### config.mk
export PLATFORM = sky130hd
export DESIGN_NAME = spi_master_core
export DESIGN_NICKNAME = d
export VERILOG_FILES = /design/src/rtl/spi_master_core.sv
export SDC_FILE = /design/constraint.sdc
export NUM_CORES = 1
export LEC_CHECK = 0
export CAP_MARGIN = 20
export CORE_MARGIN = 2
export CORE_UTILIZATION = 50
export CTS_BUF_LIST = sky130_fd_sc_hd__clkbuf_8 sky130_fd_sc_hd__clkbuf_16
export DETAILED_ROUTE_END_ITERATION = 10
export PLACE_DENSITY = 0.75
export SKIP_CTS_REPAIR_TIMING = 1
export SYNTH_ARGS = -nofsm -noshare
export SYNTH_HDL_FRONTEND = slang
export SYNTH_SLANG_ARGS = --single-unit
### constraint.sdc
create_clock -name clk -period 2.1 [get_ports clk]
set_input_delay 0.42 -clock clk [delete_from_list [all_inputs] [get_ports clk]]
set_output_delay 0.42 -clock clk [all_outputs]
set_load 0.02 [all_outputs]
### src/rtl/spi_master_core.sv
// ---------------------------------------------------------------------------
// spi_master_core
//
// Parametrised SPI master.  A CPU-style strobe (cs/wr with rd low) loads a
// word and starts one transfer.  SCLK polarity and phase are chosen per
// transfer.  The word received on miso is presented on dout once the
// transfer has finished.
//
// Parameters
//   DWIDTH    bits per transfer (>= 2)
//   CLKDIV    clk cycles per SCLK half-period (>= 1)
//   LSB_FIRST 0: MSB shifted first, 1: LSB shifted first (TX and RX)
//
// Ports
//   clk, rst    system clock, synchronous active-high reset
//   cs, rd, wr  register strobes; cs & wr & ~rd in IDLE starts a transfer
//   din         word to transmit
//   cpol, cpha  SPI mode, captured when the transfer starts
//   dout        last received word (updated only at completion)
//   miso        serial input from the slave
//   mosi, sclk  serial output and SPI clock (registered)
//   ss_n        active-low slave select (registered)
//   busy        high while a transfer is in progress
//   done        sticky completion flag, cleared by the next start or reset
// ---------------------------------------------------------------------------
module spi_master_core #(
    parameter int DWIDTH    = 8,
    parameter int CLKDIV    = 2,
    parameter int LSB_FIRST = 0
) (
    input  logic              clk,
    input  logic              rst,
    input  logic              cs,
    input  logic              rd,
    input  logic              wr,
    input  logic [DWIDTH-1:0] din,
    input  logic              cpol,
    input  logic              cpha,
    output logic [DWIDTH-1:0] dout,
    input  logic              miso,
    output logic              mosi,
    output logic              sclk,
    output logic              ss_n,
    output logic              busy,
    output logic              done
);

    localparam logic [1:0] ST_IDLE  = 2'd0;
    localparam logic [1:0] ST_SHIFT = 2'd1;
    localparam logic [1:0] ST_HOLD  = 2'd2;

    localparam int DIV_W  = (CLKDIV > 1) ? $clog2(CLKDIV) : 1;
    localparam int EDGE_W = $clog2(2 * DWIDTH + 1);

    localparam logic [DIV_W-1:0]  DIV_LAST  = DIV_W'(CLKDIV - 1);
    localparam logic [EDGE_W-1:0] EDGE_LAST = EDGE_W'(2 * DWIDTH - 1);

    logic [1:0]        state;
    logic [DIV_W-1:0]  div_cnt;
    logic [EDGE_W-1:0] edge_cnt;
    logic [DWIDTH-1:0] tx_sr;
    logic [DWIDTH-1:0] rx_sr;
    logic              cpha_q;

    logic              start;
    logic              div_tc;
    logic              last_edge;
    logic              sample_now;
    logic [DWIDTH-1:0] rx_next;

    // Bit that leaves the shift register first for the configured order.
    function automatic logic first_bit(input logic [DWIDTH-1:0] w);
        return (LSB_FIRST != 0) ? w[0] : w[DWIDTH-1];
    endfunction

    // Shift register after one bit has been sent.
    function automatic logic [DWIDTH-1:0] shift_out(input logic [DWIDTH-1:0] w);
        return (LSB_FIRST != 0) ? {1'b0, w[DWIDTH-1:1]} : {w[DWIDTH-2:0], 1'b0};
    endfunction

    assign start     = (state == ST_IDLE) && cs && wr && !rd && !busy;
    assign div_tc    = (div_cnt == DIV_LAST);
    assign last_edge = (edge_cnt == EDGE_LAST);

    // edge_cnt holds the number of edges already produced, so the edge
    // about to be produced is a leading edge when edge_cnt is even.
    // cpha=0 samples on leading edges, cpha=1 on trailing edges.
    assign sample_now = (~edge_cnt[0]) ^ cpha_q;

    assign rx_next = (LSB_FIRST != 0) ? {miso, rx_sr[DWIDTH-1:1]}
                                      : {rx_sr[DWIDTH-2:0], miso};

    // The sclk register itself carries the latched polarity: it is loaded
    // with cpol at the start and only toggles during SHIFT, so after an even
    // number of edges it is back at the captured cpol.
    always_ff @(posedge clk) begin
        if (rst) begin
            state    <= ST_IDLE;
            div_cnt  <= '0;
            edge_cnt <= '0;
            tx_sr    <= '0;
            rx_sr    <= '0;
            cpha_q   <= 1'b0;
            dout     <= '0;
            mosi     <= 1'b0;
            sclk     <= 1'b0;
            ss_n     <= 1'b1;
            busy     <= 1'b0;
            done     <= 1'b0;
        end else begin
            case (state)
                ST_IDLE: begin
                    sclk <= cpol;
                    mosi <= 1'b0;
                    ss_n <= 1'b1;
                    if (start) begin
                        state    <= ST_SHIFT;
                        cpha_q   <= cpha;
                        busy     <= 1'b1;
                        done     <= 1'b0;
                        ss_n     <= 1'b0;
                        div_cnt  <= '0;
                        edge_cnt <= '0;
                        rx_sr    <= '0;
                        // cpha=0 presents the first bit before any edge;
                        // cpha=1 waits for the first leading edge.
                        if (cpha) begin
                            tx_sr <= din;
                        end else begin
                            mosi  <= first_bit(din);
                            tx_sr <= shift_out(din);
                        end
                    end
                end

                ST_SHIFT: begin
                    if (div_tc) begin
                        div_cnt  <= '0;
                        sclk     <= ~sclk;
                        edge_cnt <= edge_cnt + EDGE_W'(1);
                        if (sample_now) begin
                            rx_sr <= rx_next;
                        end else if (!last_edge) begin
                            mosi  <= first_bit(tx_sr);
                            tx_sr <= shift_out(tx_sr);
                        end
                        if (last_edge) begin
                            state <= ST_HOLD;
                        end
                    end else begin
                        div_cnt <= div_cnt + DIV_W'(1);
                    end
                end

                ST_HOLD: begin
                    // One extra half-period keeps ss_n low after the last edge.
                    if (div_tc) begin
                        state   <= ST_IDLE;
                        div_cnt <= '0;
                        ss_n    <= 1'b1;
                        busy    <= 1'b0;
                        done    <= 1'b1;
                        dout    <= rx_sr;
                        mosi    <= 1'b0;
                    end else begin
                        div_cnt <= div_cnt + DIV_W'(1);
                    end
                end

                default: begin
                    state <= ST_IDLE;
                end
            endcase
        end
    end

endmodule

# ---- Word-level counts from Yosys, hierarchy flattened
# Index checks and enable logic that the tools add are counted.
dict set report op_classes {
  addsub 2
  mul 0
  div 0
  n_lt_le_gt_ge 0
  n_eq_ne 10
  n_shift 0
  muxes 36
  bitwise 3
  n_reduce_logical 23
}
# op n
set ops {}
lappend ops {{2-to-1 mux 8 bit} 8}
lappend ops {{one-hot mux 8 bit (2 select lines)} 2}
lappend ops {{!= test 2 bit (second input constant)} 7}
lappend ops {{2-to-1 mux 1 bit} 12}
lappend ops {{2-to-1 mux 5 bit} 2}
lappend ops {{one-hot mux 1 bit (2 select lines)} 5}
lappend ops {{one-hot mux 5 bit (2 select lines)} 1}
lappend ops {{AND reduction 2 bit} 5}
lappend ops {{AND reduction 5 bit} 2}
lappend ops {{2-to-1 mux 2 bit} 4}
lappend ops {{AND reduction 4 bit} 2}
lappend ops {{one-hot mux 2 bit (3 select lines)} 1}
lappend ops {{AND reduction 3 bit} 2}
lappend ops {{nonzero test 2 bit} 3}
lappend ops {{adder 5 x 1 -> 5 bit (second input constant)} 1}
lappend ops {{equality test 5 x 4 -> 1 bit (second input constant)} 1}
lappend ops {{logical AND 1 bit} 4}
lappend ops {{one-hot mux 1 bit (3 select lines)} 1}
lappend ops {{nonzero test 3 bit} 1}
lappend ops {{equality test 2 x 1 -> 1 bit (second input constant)} 1}
lappend ops {{equality test 2 bit (second input constant)} 1}
lappend ops {{logical NOT 1 bit} 2}
lappend ops {{logical NOT 2 bit} 1}
lappend ops {{NOT 1 bit} 2}
lappend ops {{3 further kinds} 3}
dict set report totals {
  regBits 38
  latch_bits 0
  ramBits 0
  rom_bits 0
  in_bits 16
  output_inout_bits 13
  word_cells 86
  n_memories 0
}

# ---- Longest topological paths before layout
# Gate-level depths: netlist of run 1.
dict set report depth {
  word_depth 7
  mapped_depth 8
  mapped_depth_nobuf 7
}

# ---- Worst setup path after synthesis of run 1
# No wires, ideal clock.
dict set report synth_path {
  path_type {input to register}
  start {input rd}
  end {register mosi}
  setup_ns 0.091
  arrival_ns 1.763
  required_ns 2.009
  path_slack_ns 0.246
  path_stages 6
  path_buffers 2
  path_cell_list {nand4bb_4 buf_6 or2_1 buf_6 or4b_1 a311oi_1}
}
dict set report synth_via {
  elab_chain_cells 5
}
# element line_no
set synth_lines {}
lappend synth_lines {{start: declaration} 34} ;# input logic rd,
lappend synth_lines {{logical NOT 1 bit} 81} ;# assign start = (state == ST_IDLE) && cs && wr && !rd && !busy;
lappend synth_lines {{logical AND 1 bit (2 in series)} 81}
lappend synth_lines {{2-to-1 mux 1 bit} 116} ;# if (start) begin
lappend synth_lines {{one-hot mux 1 bit (3 select lines)} 111} ;# case (state)
lappend synth_lines {{end signal: assignment} 130} ;# mosi <= first_bit(din);
lappend synth_lines {{end signal: assignment} 144} ;# mosi <= first_bit(tx_sr);
lappend synth_lines {{end: declaration} 41} ;# output logic mosi,
# No other way between the ends.
# A chain may end at the register's enable or synchronous reset.

# ---- Worst setup path in the final report of run 1
dict set report layout_path {
  start {register state[1]}
  end {register mosi}
}
dict set report layout_via {
  elab_chain_cells 7
  elab_cells_between_ends 15
}
# element line_no
set layout_lines {}
lappend layout_lines {{start: declaration} 58} ;# logic [1:0] state;
lappend layout_lines {{start signal: assignment} 98} ;# state <= ST_IDLE;
lappend layout_lines {{start signal: assignment} 117} ;# state <= ST_SHIFT;
lappend layout_lines {{start signal: assignment} 148} ;# state <= ST_HOLD;
lappend layout_lines {{logical NOT 2 bit} {81, 111}}
lappend layout_lines {{logical AND 1 bit (4 in series)} 81}
lappend layout_lines {{2-to-1 mux 1 bit} 116}
lappend layout_lines {{one-hot mux 1 bit (3 select lines)} 111}
# Parallel ways exist; a longest one is shown, timed or not.

==> out/metrics.json, run 1 <==
{
  "run_status": "finished clean",
  "timing.max_cap.violations": 0,
  "design.die.area_um2": 4260,
  "hold_viol_final": 0,
  "num-nets-final": 284,
  "worst_slew_margin_relative_to_its_limit": 0.746,
  "synthesis.instances": 228,
  "grt_antenna_before_repair": 0,
  "worst-slew-pin-transition_ns": 0.371,
  "timing_max_transition_violations_final": 0,
  "layout.cell_area.non_filler_um2": 2330,
  "worst-r2r-setup-slack_ns": 0.21,
  "port_buffers": 28,
  "path_depth_of_the_worst_reg2reg_path": 7,
  "final_core_utilization": 0.640,
  "worst_skew_pair.late_latency_ns": 0.28,
  "synth_async_sr_flop_share": 0,
  "crit_path_max_fanout": 11,
  "fp-row-count": 22,
  "synth_adder_area_share": 0.0467,
  "ys_warn_count": 0,
  "grt_util_all_layers": 0.209,
  "buffer_depth_of_the_longest_clock_path": 2,
  "drt-initial-drc-count": 118,
  "cts_tree": "yes",
  "post_synth_xor_area_fraction": 0.0280,
  "cp-startpoint": "state[1]",
  "ys_top_cells_by_area": "dfxtp_1, a21oi_1, o21ai_0",
  "drc_errors": 0,
  "hpwl_um": 2740,
  "finalCriticalPeriod_ns": 1.89,
  "core_um2": 3630,
  "vdd.ir_drop.worst_mv": 0.497,
  "synth_top_family_by_area": "compound AO/OA/AOI/OAI gates",
  "timing.setup.critical_path_class": "reg2reg",
  "die_h_um": 65.2,
  "critical_path_buf_inv_count": 2,
  "postSynthNetCount": 251,
  "r2r_start": "state[1]",
  "ctsRootBufferMaster": "clkbuf_8",
  "yosys.cell_types.count": 35,
  "leakage_power_nw": 0.828,
  "postSynthAreaPerCell_um2": 8.23,
  "filler_cell_count": 330,
  "hold_slack_ns": 0.455,
  "timing.clock.skew_ns": 0.00533,
  "cp_slowest_stage_delay_ns": 0.36,
  "synth_simple_gate_area_share": 0.189,
  "synth_seq_area_share": 0.406,
  "grt_start_max_net_pins": 39,
  "ant_nets": 0,
  "synth_top_area_share": 0.406,
  "route.vias.total": 1687,
  "grt_setup_unrepaired": "no",
  "hold_path_cell_cnt": 2,
  "compound_gate_portion_of_the_synthesized_area": 0.219,
  "initial_core_utilization": 0.516,
  "clock-sinks": 38,
  "cpLargestDelayFamily": "compound AO/OA/AOI/OAI gates",
  "synth-edff-count": 0,
  "synth.cell_area_um2": 1880,
  "gp_congestion": 0.818,
  "area_growth_pct": 24.0,
  "global_route_wire_length_before_repair_um": 7040,
  "first_global_vias": 1572,
  "cp.arrival_ns": 2.08,
  "maxClockFrequency_mhz": 530,
  "numCtsBuffers": 5,
  "post_route_cells_drive_above_1_share": 0.0843,
  "final_wirelength_um": 3950,
  "min-delay-path-class": "reg2reg",
  "p_per_area_nw_per_um2": 832,
  "placed_area_um2": 2250,
  "end_kind": "flip-flop",
  "finalSetupTns_ns": 0,
  "path_clk_slew_ns": 0.07,
  "worstSetupPathDepth": 7,
  "antenna_cells_inserted": 0,
  "ioPinCount": 29,
  "postSynthRegisterBits": 38,
  "routed_wire_length_per_instance_um": 12.8,
  "critPathCapture": "mosi",
  "mostFrequentLayoutCell": "dfxtp_1",
  "finish_stage_setup_viols": 0,
  "timing.critical_path.required_ns": 2.30,
  "layout.cells.most_common_list": "dfxtp_1, a21oi_1, nand2_1, clkdlybuf4s50_1, o21ai_0",
  "mux_cell_area_share_after_synthesis": 0.0534,
  "drt_first_pass_iters": 4,
  "worst_setup_path_start_kind": "flip-flop",
  "overflow": 0,
  "largest_area_contributor_in_the_synthesized_netlist": "dfxtp_1",
  "cp_cell_sequence": "inv_1 > ha_1 > buf_4 > a21o_1 > a211oi_1 > nor2_1 > a311oi_1",
  "min_period_over_period": 0.898,
  "via_per_inst": 5.46,
  "critical_path.slowest_cell": "dfxtp_1",
  "cts.htree.levels": 2,
  "r2r_end": "mosi",
  "dominantRegCellSynth": "dfxtp_1",
  "die_width_um": 65.2
}
-- how the worst min path moves through the flow --
| stage | start | endpoint |
|---|---|---|
| floorplan | rx_sr[7] | dout[7] |
| global placement | dout[4] | dout[4] |
| detailed placement | rx_sr[7] | dout[7] |
| CTS | rx_sr[7] | dout[7] |
| global route | dout[5] | dout[5] |
| finish | rx_sr[7] | dout[7] |
-- cell usage after synthesis (all sizes together), types with 4 or more instances --
library cell,number
buf,4
mux2i,10
a211oi,6
ha,7
nor2,4
nand3,13
inv,8
nor3,5
a21oi,30
dfxtp,38
nand2,28
nand4,8
xnor2,5
clkbuf,13
o21ai,28
-- routing by layer --
| metal | global-route usage | wire length (um) |
|---|---|---|
| met1 | 0.291 | 1980 |
| met3 | 0.0514 | 212 |
| met4 | 0.0651 | 0 |
| met5 | 0 | 0 |
| met2 | 0.319 | 1750 |
-- flip-flops by register name, indices dropped and copies added, names as in the netlist --
name	cells
rx_sr	8
cpha_q	1
div_cnt	1
state	2
done	1
ss_n	1
edge_cnt	5
sclk	1
dout	8
tx_sr	8
mosi	1
busy	1
-- worst register-to-register path, cell delays in order, from the launching register on --
cell and delay, ns:
dfxtp_1 0.36, inv_1 0.11, ha_1 0.33, buf_4 0.22, a21o_1 0.15, a211oi_1 0.30
nor2_1 0.07, a311oi_1 0.25
-- power by group --
group	total [W]	internal (W)	leakage (nW)	switching, W
sequential	0.000807	0.000773	0.308	0.0000339
combinational	0.000675	0.000277	0.474	0.000398
clock	0.000453	0.000219	0.0466	0.000234
-- stage by stage --
| step | power (W) | worst slack (ns) | cells |
|---|---|---|---|
| 2_1_floorplan | 0.00124 | 0.246 | 228 |
| 3_3_place_gp | 0.00148 | 0.0439 | 302 |
| 3_5_place_dp | 0.00149 | -0.0173 | 302 |
| 4_1_cts | 0.00194 | 0.228 | 309 |
| 5_1_grt | 0.00206 | 0.0555 | 309 |
| 6_report | 0.00193 | 0.215 | 309 |
-- cells by family after synthesis --
| group | after synthesis |
|---|---|
| AO/OA/AOI/OAI | 73 |
| XOR/XNOR | 6 |
| adder cells (fa/ha/maj) | 7 |
| buffers and inverters | 25 |
| flip-flops | 38 |
| multiplexers | 10 |
| AND/OR/NAND/NOR | 69 |
-- area by class of cell --
type	instances	area, um^2	area share
inverter	8	30.0	0.0129
timing repair buffer	43	393	0.169
tap	48	60.1	0.0258
multi-input combinational	165	1010	0.432
sequential	38	761	0.327
clock buffer	5	68.8	0.0296
clock inverter	2	7.51	0.00323
Power figures use the tool's default switching activity.
==> run 2, diff against run 1 <==
--- a/config.mk
+++ b/config.mk
@@ -10,6 +10,7 @@
 export CORE_UTILIZATION = 50
 export CTS_BUF_LIST = sky130_fd_sc_hd__clkbuf_8 sky130_fd_sc_hd__clkbuf_16
 export DETAILED_ROUTE_END_ITERATION = 10
+export HOLD_SLACK_MARGIN = 0.06
 export PLACE_DENSITY = 0.75
 export SKIP_CTS_REPAIR_TIMING = 1
 export SYNTH_ARGS = -nofsm -noshare
==> results of run 2 <==
Same layout as run 1: the final DEF is identical, and so are final timing and power.
==> run 3, diff against run 2 <==
--- a/config.mk
+++ b/config.mk
@@ -7,11 +7,11 @@
 export LEC_CHECK = 0
 export CAP_MARGIN = 20
 export CORE_MARGIN = 2
-export CORE_UTILIZATION = 50
+export CORE_UTILIZATION = 47
 export CTS_BUF_LIST = sky130_fd_sc_hd__clkbuf_8 sky130_fd_sc_hd__clkbuf_16
 export DETAILED_ROUTE_END_ITERATION = 10
 export HOLD_SLACK_MARGIN = 0.06
-export PLACE_DENSITY = 0.75
+export PLACE_DENSITY = 0.71
 export SKIP_CTS_REPAIR_TIMING = 1
 export SYNTH_ARGS = -nofsm -noshare
 export SYNTH_HDL_FRONTEND = slang
==> run 3 against run 2 <==
  * Power up 3.1%
  * Count of clock-buffer cells in the layout up 1
  * Wire length is 0.84% higher
  * Register-to-register slack improved by 0.06 ns
  * Combinational power barely moved
  * Die area grew 6.0%
  * Sequential share of layout area down 0.26 points
  * Setup slack improved by 0.062 ns
  * Fmax up 3.4%
  * Largest power group unchanged
==> out/metrics.json, run 3 (same netlist as run 1, synthesis figures left out) <==
{
  "overflow": 0,
  "critPathCapture": "mosi",
  "min-delay-path-class": "reg2reg",
  "via_per_inst": 5.45,
  "seqCellArea_um2": 761,
  "grt_util_all_layers": 0.196,
  "timing.setup.critical_path_class": "reg2reg",
  "cts.htree.levels": 2,
  "run_status": "finished clean",
  "drt-initial-drc-count": 117,
  "die_width_um": 67.2,
  "timing.critical_path.required_ns": 2.30,
  "path_depth_of_the_worst_reg2reg_path": 7,
  "routed_wire_length_per_instance_um": 12.8,
  "post_route_cells_drive_above_1_share": 0.0954,
  "cp.arrival_ns": 2.02,
  "fp-row-count": 22,
  "mostFrequentLayoutCell": "dfxtp_1",
  "area_growth_pct": 25.0,
  "r2r_end": "mosi",
  "initial_core_utilization": 0.501,
  "layoutNonFillerInstCount": 310,
  "end_kind": "flip-flop",
  "die_h_um": 67.2,
  "finish_stage_setup_viols": 0,
  "first_global_vias": 1516,
  "drc_errors": 0,
  "final_wirelength_um": 3980,
  "ant_nets": 0,
  "worst_slew_margin_relative_to_its_limit": 0.751,
  "worst_setup_path_start_kind": "flip-flop",
  "timing_max_transition_violations_final": 0,
  "cp-startpoint": "state[1]",
  "crit_path_max_fanout": 9,
  "filler_cell_count": 363,
  "buffer_depth_of_the_longest_clock_path": 2,
  "final_core_utilization": 0.626,
  "grt_start_max_net_pins": 39,
  "hold_viol_final": 0,
  "min_period_over_period": 0.868,
  "finalCriticalPeriod_ns": 1.82,
  "clock-sinks": 38,
  "drt_first_pass_iters": 4,
  "gp_congestion": 0.751,
  "timing.clock.skew_ns": 0.00268,
  "core_um2": 3740,
  "num-nets-final": 284,
  "multi_input_area_um2": 1010,
  "ioPinCount": 29,
  "vdd.ir_drop.worst_mv": 0.618,
  "dp.cells": 302,
  "path_clk_slew_ns": 0.07,
  "route.vias.total": 1690,
  "worst-r2r-setup-slack_ns": 0.28,
  "timing.max_cap.violations": 0,
  "maxClockFrequency_mhz": 548,
  "cts_tree": "yes",
  "p_per_area_nw_per_um2": 851,
  "grt_setup_unrepaired": "no",
  "worst-slew-pin-transition_ns": 0.363,
  "worst_skew_pair.late_latency_ns": 0.28,
  "layout.cells.most_common_list": "dfxtp_1, a21oi_1, nand2_1, clkdlybuf4s50_1, o21ai_0",
  "design.die.area_um2": 4510,
  "antenna_cells_inserted": 0,
  "r2r_start": "state[1]",
  "largestRegisters": "dout (8), rx_sr (8), tx_sr (8)",
  "hpwl_um": 2830,
  "leakage_power_nw": 0.829,
  "numCtsBuffers": 5,
  "ctsRootBufferMaster": "clkbuf_8",
  "port_buffers": 28,
  "grt_antenna_before_repair": 0,
  "global_route_wire_length_before_repair_um": 6760
}
-- run 3: final cells by class --
| class | instances | share of cell area |
|---|---|---|
| clock inverter | 2 | 0.00534 |
| tap | 48 | 0.0256 |
| sequential | 38 | 0.324 |
| inverter | 8 | 0.0128 |
| multi-input combinational | 165 | 0.429 |
| timing repair buffer | 43 | 0.168 |
| clock buffer | 6 | 0.0352 |
-- run 3: worst min path at each step --
stage | slack (ns) | depth (start not counted) | end | from
after floorplan | 0.43 | 2 | dout[7] | rx_sr[7]
after global placement | 0.44 | 2 | dout[7] | rx_sr[7]
after detailed placement | 0.45 | 2 | dout[7] | rx_sr[7]
after CTS | 0.46 | 2 | dout[7] | rx_sr[7]
after global routing | 0.48 | 2 | dout[5] | dout[5]
final | 0.46 | 2 | dout[3] | dout[3]
-- run 3: layer usage --
metal	global-route usage	share of wire	up-vias
li1	-	-	875
met5	0	0	-
met1	0.268	0.50	776
met2	0.311	0.45	34
met3	0.0417	0.046	5
met4	0.0587	0.0085	0
-- run 3: where the power goes --
part | switching [W] | internal [W]
sequential | 0.0000325 | 0.000773
combinational | 0.000397 | 0.000277
clock | 0.000252 | 0.000264
-- run 3: stage by stage --
step | hold slack (ns) | setup slack [ns] | power (W) | setup TNS, ns | cell area (um^2)
after floorplan | 0.428 | 0.246 | 0.00124 | 0 | 1880
after detailed placement | 0.449 | -0.00876 | 0.00149 | -0.00876 | 2250
after global placement | 0.443 | 0.0555 | 0.00149 | 0 | 2250
after CTS | 0.459 | 0.257 | 0.00201 | 0 | 2340
final | 0.456 | 0.276 | 0.00199 | 0 | 2340
after global routing | 0.478 | 0.106 | 0.00212 | 0 | 2340
-- run 3: critical path, cell delays in order (launching register included) --
cell and delay (ns):
dfxtp_1 0.37, inv_1 0.11, ha_1 0.31, buf_4 0.20
a21o_1 0.15, a211oi_1 0.28, nor2_1 0.07, a311oi_1 0.24
